<file path="config.mk">
export PLATFORM = sky130hd
export DESIGN_NAME = regfile_sb
export DESIGN_NICKNAME = d
export VERILOG_FILES = /design/src/rtl/regfile_pkg.sv /design/src/rtl/rf_scoreboard.sv /design/src/rtl/regfile_sb.sv
export SDC_FILE = /design/constraint.sdc
export NUM_CORES = 2
export LEC_CHECK = 0
export CAP_MARGIN = 30
export CORE_ASPECT_RATIO = 1.5
export CORE_MARGIN = 1.5
export CORE_UTILIZATION = 30
export CTS_CLUSTER_DIAMETER = 100
export DETAILED_ROUTE_END_ITERATION = 7
export PLACE_DENSITY_LB_ADDON = 0.05
export SETUP_SLACK_MARGIN = 0.3
export SLEW_MARGIN = 20
export SYNTH_ARGS = -nofsm -noshare
export SYNTH_HDL_FRONTEND = slang
export SYNTH_SLANG_ARGS = --single-unit
</file>
<file path="constraint.sdc">
create_clock -name clk -period 122.7 [get_ports clk]
set_input_delay 30.675 -clock clk [delete_from_list [all_inputs] [get_ports clk]]
set_output_delay 30.675 -clock clk [all_outputs]
set_load 0.01 [all_outputs]
</file>
<file path="src/rtl/regfile_pkg.sv">
// Shared defaults and the writeback-op record for the scoreboarded register file.
package regfile_pkg;

  localparam int RF_DATA_W = 32;
  localparam int RF_ADDR_W = 5;

  typedef struct packed {
    logic                 en;
    logic [RF_ADDR_W-1:0] addr;
    logic [RF_DATA_W-1:0] data;
  } regfile_op_t;

endpackage

</file>
<file path="src/rtl/rf_scoreboard.sv">
// Busy-bit scoreboard: one pending-write flag per register, reservation
// acceptance, writeback clears and a flush that drops every reservation.
module rf_scoreboard
  import regfile_pkg::*;
#(
  parameter int ADDR_W  = RF_ADDR_W,
  parameter int R0_ZERO = 1,
  localparam int NREG   = 2 ** ADDR_W
) (
  input  logic              clk,
  input  logic              rst,
  input  logic              write_en,
  input  logic [ADDR_W-1:0] write_addr,
  input  logic              rsv_en,
  input  logic [ADDR_W-1:0] rsv_addr,
  input  logic              flush,
  output logic              rsv_ok,
  output logic [NREG-1:0]   busy_o
);

  localparam logic HARD_R0 = (R0_ZERO != 0);

  logic [NREG-1:0] busy_q;
  logic [NREG-1:0] busy_d;

  // A register being written back this cycle can be re-reserved at once.
  assign rsv_ok = !busy_q[rsv_addr] || (write_en && (write_addr == rsv_addr));
  assign busy_o = busy_q;

  // Next busy state: flush beats everything, otherwise a new reservation beats the clear.
  always_comb begin
    busy_d = busy_q;
    if (flush) begin
      busy_d = {NREG{1'b0}};
    end else begin
      if (write_en) begin
        busy_d[write_addr] = 1'b0;
      end else begin
        busy_d = busy_d;
      end
      if (rsv_en && rsv_ok) begin
        busy_d[rsv_addr] = 1'b1;
      end else begin
        busy_d = busy_d;
      end
    end
    if (HARD_R0) begin
      busy_d[0] = 1'b0;
    end else begin
      busy_d = busy_d;
    end
  end

  // Busy-bit register with asynchronous reset.
  always_ff @(posedge clk or posedge rst) begin
    if (rst) begin
      busy_q <= {NREG{1'b0}};
    end else begin
      busy_q <= busy_d;
    end
  end

endmodule

</file>
<file path="src/rtl/regfile_sb.sv">
// Two-read / one-write register file with a destination scoreboard.
// Define REGFILE_SB_BYPASS_EN to forward same-cycle writeback data onto the read ports.
module regfile_sb
  import regfile_pkg::*;
#(
  parameter int DATA_W  = RF_DATA_W,
  parameter int ADDR_W  = RF_ADDR_W,
  parameter int R0_ZERO = 1
) (
  input  logic              clk,
  input  logic              rst,
  input  logic [ADDR_W-1:0] a_addr,
  input  logic [ADDR_W-1:0] b_addr,
  output logic [DATA_W-1:0] a_data,
  output logic [DATA_W-1:0] b_data,
  output logic              a_busy,
  output logic              b_busy,
  input  logic              write_en,
  input  logic [ADDR_W-1:0] write_addr,
  input  logic [DATA_W-1:0] write_data,
  input  logic              rsv_en,
  input  logic [ADDR_W-1:0] rsv_addr,
  output logic              rsv_ok,
  input  logic              flush
);

  localparam int   NREG    = 2 ** ADDR_W;
  localparam logic HARD_R0 = (R0_ZERO != 0);

  logic [DATA_W-1:0] regs_q [NREG];
  logic [NREG-1:0]   busy_s;
  logic              wr_zero_s;
  logic              a_zero_s;
  logic              b_zero_s;

  assign wr_zero_s = HARD_R0 && (write_addr == {ADDR_W{1'b0}});
  assign a_zero_s  = HARD_R0 && (a_addr == {ADDR_W{1'b0}});
  assign b_zero_s  = HARD_R0 && (b_addr == {ADDR_W{1'b0}});

  rf_scoreboard #(
    .ADDR_W  (ADDR_W),
    .R0_ZERO (R0_ZERO)
  ) u_sb (
    .clk        (clk),
    .rst        (rst),
    .write_en   (write_en),
    .write_addr (write_addr),
    .rsv_en     (rsv_en),
    .rsv_addr   (rsv_addr),
    .flush      (flush),
    .rsv_ok     (rsv_ok),
    .busy_o     (busy_s)
  );

  // Data array; writes land regardless of busy state.
  always_ff @(posedge clk or posedge rst) begin
    if (rst) begin
      for (int i = 0; i < NREG; i++) begin
        regs_q[i] <= {DATA_W{1'b0}};
      end
    end else if (write_en && !wr_zero_s) begin
      regs_q[write_addr] <= write_data;
    end else begin
      regs_q <= regs_q;
    end
  end

  // Read muxing for both ports, with optional same-cycle writeback forwarding.
  always_comb begin
    a_data = a_zero_s ? {DATA_W{1'b0}} : regs_q[a_addr];
    b_data = b_zero_s ? {DATA_W{1'b0}} : regs_q[b_addr];
    a_busy = busy_s[a_addr];
    b_busy = busy_s[b_addr];
`ifdef REGFILE_SB_BYPASS_EN
    if (write_en && (write_addr == a_addr) && !a_zero_s) begin
      a_data = write_data;
      a_busy = 1'b0;
    end else begin
      a_data = a_data;
    end
    if (write_en && (write_addr == b_addr) && !b_zero_s) begin
      b_data = write_data;
      b_busy = 1'b0;
    end else begin
      b_data = b_data;
    end
`else
    a_data = a_data;
    b_data = b_data;
`endif
  end

endmodule

</file>
# Word-level counts from Yosys, hierarchy flattened
# Cells that the tools add are included.
# word_totals
regBits	1055
inputBits	57
output_inout_bits	67
word_cells	87
# classes
magnitude_cmp	10
n_eq_ne	1
n_mux	25
bitwise_logic	6
n_reduce_logical	12
# ops
operator	count
1024-bit bitwise mux	1
32-bit 2-to-1 mux	11
32-bit binary-select mux with 5-bit select	2
32-bit demux with 5-bit select	1
32-bit AND	1
32-bit NOT	1
32-bit bitwise OR	1
5-bit by 6-bit less-than comparator with 1-bit output (second input constant)	4
6-bit >= comparator (second input constant)	3
5-bit NOT with 6-bit output	3
1-bit binary-select mux with 5-bit select	3
5-bit zero test	3
1-bit demux with 5-bit select	2
5-bit by 1-bit >= comparator with 1-bit output (second input constant)	2
1-bit logical AND	6
6-bit by 1-bit less-than comparator with 1-bit output (second input constant)	1
5-bit == test	1
1-bit 2-to-1 mux	5
1-bit zero test	2
1-bit logical OR	1

# Logic depth before layout (Yosys ltp)
# logic_depth
word_depth	11
ltp_mapped	9
mapped_depth_nobuf	5

# Modules after synthesis
# From an unflattened synthesis, not the netlist that was laid out.
# unflattened
hier_cells	3939
hier_area_um2	56769.4
# modules_own_cells
mod	instances	cells_per_inst	area_per_inst_um2	seq_area_each_um2
regfile_sb	1	3717	54800.1	25624.6
rf_scoreboard	1	222	1969.4	775.7

# Least setup slack after synthesis
# OpenSTA, ideal clock, no wires.
# synth_path
path_kind	in2out
from	input port a_addr[0]
to	output port a_data[26]
t_arrival_ns	32.397
required_time_ns	92.025
path_slack_ns	59.628
stages	7
n_path_buf	3
cell_sequence	buf_2 buf_4 buf_2 mux4_2 mux2i_1 o22ai_1 a221o_1
# synth_between
elab_chain_cells	5
word_cells_on_any_way	6
classes_between	4 x mux; 1 x bitwise; 1 x reduce/logical
# synth_lines
item	line	text
start, declared	regfile_sb.sv:12	input logic [ADDR_W-1:0] a_addr,
5-bit NOT with 6-bit output (not written as such)	regfile_sb.sv:70	a_data = a_zero_s ? {DATA_W{1'b0}} : regs_q[a_addr];
32-bit binary-select mux with 5-bit select	regfile_sb.sv:70	
32-bit 2-to-1 mux (not written as such) (2 in series)	regfile_sb.sv:70	
32-bit 2-to-1 mux *	regfile_sb.sv:70	
end, declared	regfile_sb.sv:14	output logic [DATA_W-1:0] a_data,
# Every way passes the cells marked *; elsewhere a longest branch is shown, timed or not. The select of a mux whose other input is x is not followed.

# Final worst setup path
# layout_path
from	input port a_addr[0]
to	output port a_data[12]
# Same word-level chain as after synthesis.

==> metrics <==
Synthesized Nets=3684; f_max=0.0152 GHz; largest net degree at the start of global routing=176; critical path class=input port to primary output; grt ovf=0; hold_ws=0.374 ns; CTS tree=done; Core Rows=195; Synth Flop Type=dfrtp_1; via count=35.1k; Total Routed Length=214000 um; Initial Util=30.1%; DRT iter0 DRCs=2412; Async S/R FF share, synth=100%; Worst-Skew Late Latency=0.73 ns; initial antenna violation count=21; postcts setup bufs=0; CTS resizes=0; worst slew pin tran=1.11 ns; Hold Buf Count CTS=0; final hold vios=0; worst clock skew=0.0207 ns; MaxCap Viol Count=0; leak pwr=0.0278 uW; CTS clk-pin slew, worst paths=0.06 ns; Avg Inst Size Synth=15.6 um2; post-route ant nets=0; RSZ-0062 raised after global routing=no; I/O pin count=124; GPL Wtd Cong=0.752; post-synth design cell area=56600 um2; drt drc=0; final setup fails=0; Total GRT Usage=22.5%; synth warn=0; EDFF count, synth=0; Die ar.=191000 um2; commonest non-fill, non-tap cell in the layout=dfrtp_1; status=completed; min Tclk post-route=65.71 ns; ratio of cells with drive above 1 in the final layout=34.5%; Worst Path Required=92.03 ns; TritonRoute pass-1 iters=5; HP Class=flip-flop to flip-flop; Clock Sinks=1055; Worst VDD drop=0.0112 mV; Inserted Clock Buffers=118; Layout area overhead=14.5%; Die Wd=358 um; Die Ht=535 um; first-pass GRT wire length=304000 um; TNS Setup=0 ns; Cell Chain, Critical Path=buf_8 > buf_12 > buf_4 > mux4_2 > mux2_2 > a22oi_1 > o221ai_1 > clkdlybuf4s50_1; power per cell area=16.3 nW/um2; CP Data Arrival Time=35.04 ns; vias in the first global route=38.4k; post-synthesis sequential area ratio=46.6%; CP peak stage delay=0.82 ns; CP endpoint kind=primary output; # nets final=3633; Netlist cell types=46; CP max-delay cell=buf_4; Core ar.=188000 um2; synthesis-stage register bit count=1055; Crit Path Max Fanout=86; Max Root-Sink Buffers=3; Cells after Synth=3627; CP Launch Type=input port; post-DP HPWL=123000 um; clock tree root buffer cell=clkbuf_16; commonest non-fill, non-tap cells in the layout=dfrtp_1, mux2_1, mux4_2, mux2_2, mux2i_1; IO Port Bufs=123; CTS H-tree depth=3; WL/cell=34.9 um; drt via density=5.71; Pins Over Slew Limit=0; relative slew slack=25.8%; Final period util=53.6%
## registers in the layout, summed over array words and instances, names as in the netlist
register / cells
u_sb.busy_o: 31
regs_q: 1024
## final cells by class
| type | instances | area [um2] |
|---|---|---|
| antenna | 2 | 5.00 |
| clock buffer | 176 | 3570 |
| clock inverter | 41 | 566 |
| fill | 17900 | 123000 |
| inverter | 5 | 35.0 |
| multi-input combinational | 2148 | 28500 |
| sequential | 1055 | 26400 |
| tap | 2462 | 3080 |
| timing repair buffer | 248 | 2640 |
## final timing paths
kind	slack [ns]	from	to	cells after the start
worst max-delay path	56.99	a_addr[0]	a_data[12]	8
worst min-delay path	0.37	regs_q[1023]$_DFFE_PP0P_	regs_q[1023]$_DFFE_PP0P_	0
worst max register to register	120.47	u_sb.busy_o[31]$_DFF_PP0_	u_sb.busy_o[3]$_DFF_PP0_	5
worst min register to register	0.37	regs_q[1023]$_DFFE_PP0P_	regs_q[1023]$_DFFE_PP0P_	0
max in group asynchronous	88.96	rst	regs_q[348]$_DFFE_PP0P_	8
min in group asynchronous	30.49	rst	regs_q[200]$_DFFE_PP0P_	2
## synthesized netlist by cell type, types with 4 or more instances
cell      number  area share (%)
or2_1          9           0.099
xnor2_1        5           0.077
o31ai_1       23            0.30
nand2b_1      12            0.13
a32oi_1       15            0.23
buf_1         62            0.41
a21oi_1       26            0.23
a221o_1       10            0.18
a22o_1        20            0.31
dfrtp_1     1055              47
nor3_1         5           0.044
nand3_1       18            0.16
a221oi_1       8            0.12
nor3b_1       23            0.30
and2_1         4           0.044
nand3b_1       8            0.11
nor2b_1       19            0.21
buf_6         18            0.36
clkbuf_1     224             1.5
nand2_1       34            0.23
mux2_2       327             6.5
buf_2         87            0.77
a22oi_1       12            0.16
mux4_2       555              22
a211oi_1      24            0.32
buf_4         28            0.37
mux2i_1      140             2.5
a21o_1        32            0.42
o22ai_1       54            0.60
mux2_1       704              14
nor2_1        38            0.25
## report_power, final
group | internal, uW | switching (uW)
Combinational | 124 | 90.3
Clock | 227 | 156
Sequential | 412 | 47.1
## cells by family after synthesis
group	count (synthesis)	synth area share, %
flops	1055	46.6
simple gates	185	1.78
xor+xnor	5	0.0773
buf+inv	424	3.43
compound gates	232	3.02
mux	1726	45.1
## worst max-delay path: cells and delay by family
kind | cells | cell delay [ns]
AO/OA/AOI/OAI | 2 | 0.67
buffers and inverters | 4 | 2.47
multiplexers | 2 | 0.90
## through the flow
stage / instances / setup slack, ns / util (%) / power [uW] / area [um2]
floorplan: 3627 / 59.63 / - / 605 / 56600
global placement: 5876 / 56.86 / 31.9 / 669 / 60000
detailed placement: 5885 / 56.85 / 32.0 / 681 / 60200
CTS: 6102 / 56.85 / 34.2 / 1070 / 64300
global route: 6136 / 56.73 / 34.5 / 1110 / 64800
finish: 6137 / 56.99 / 34.5 / 1060 / 64800
## per-layer routing
layer / share of wire, % / track usage [%] / vias to the layer above
met5: 0.013 / 0 / -
met4: 3.4 / 7.33 / 4
met3: 4.3 / 3.19 / 285
met2: 49 / 37.0 / 1021
met1: 44 / 30.5 / 19700
li1: - / - / 14000
No activity file was read; power rests on OpenSTA's default activity.
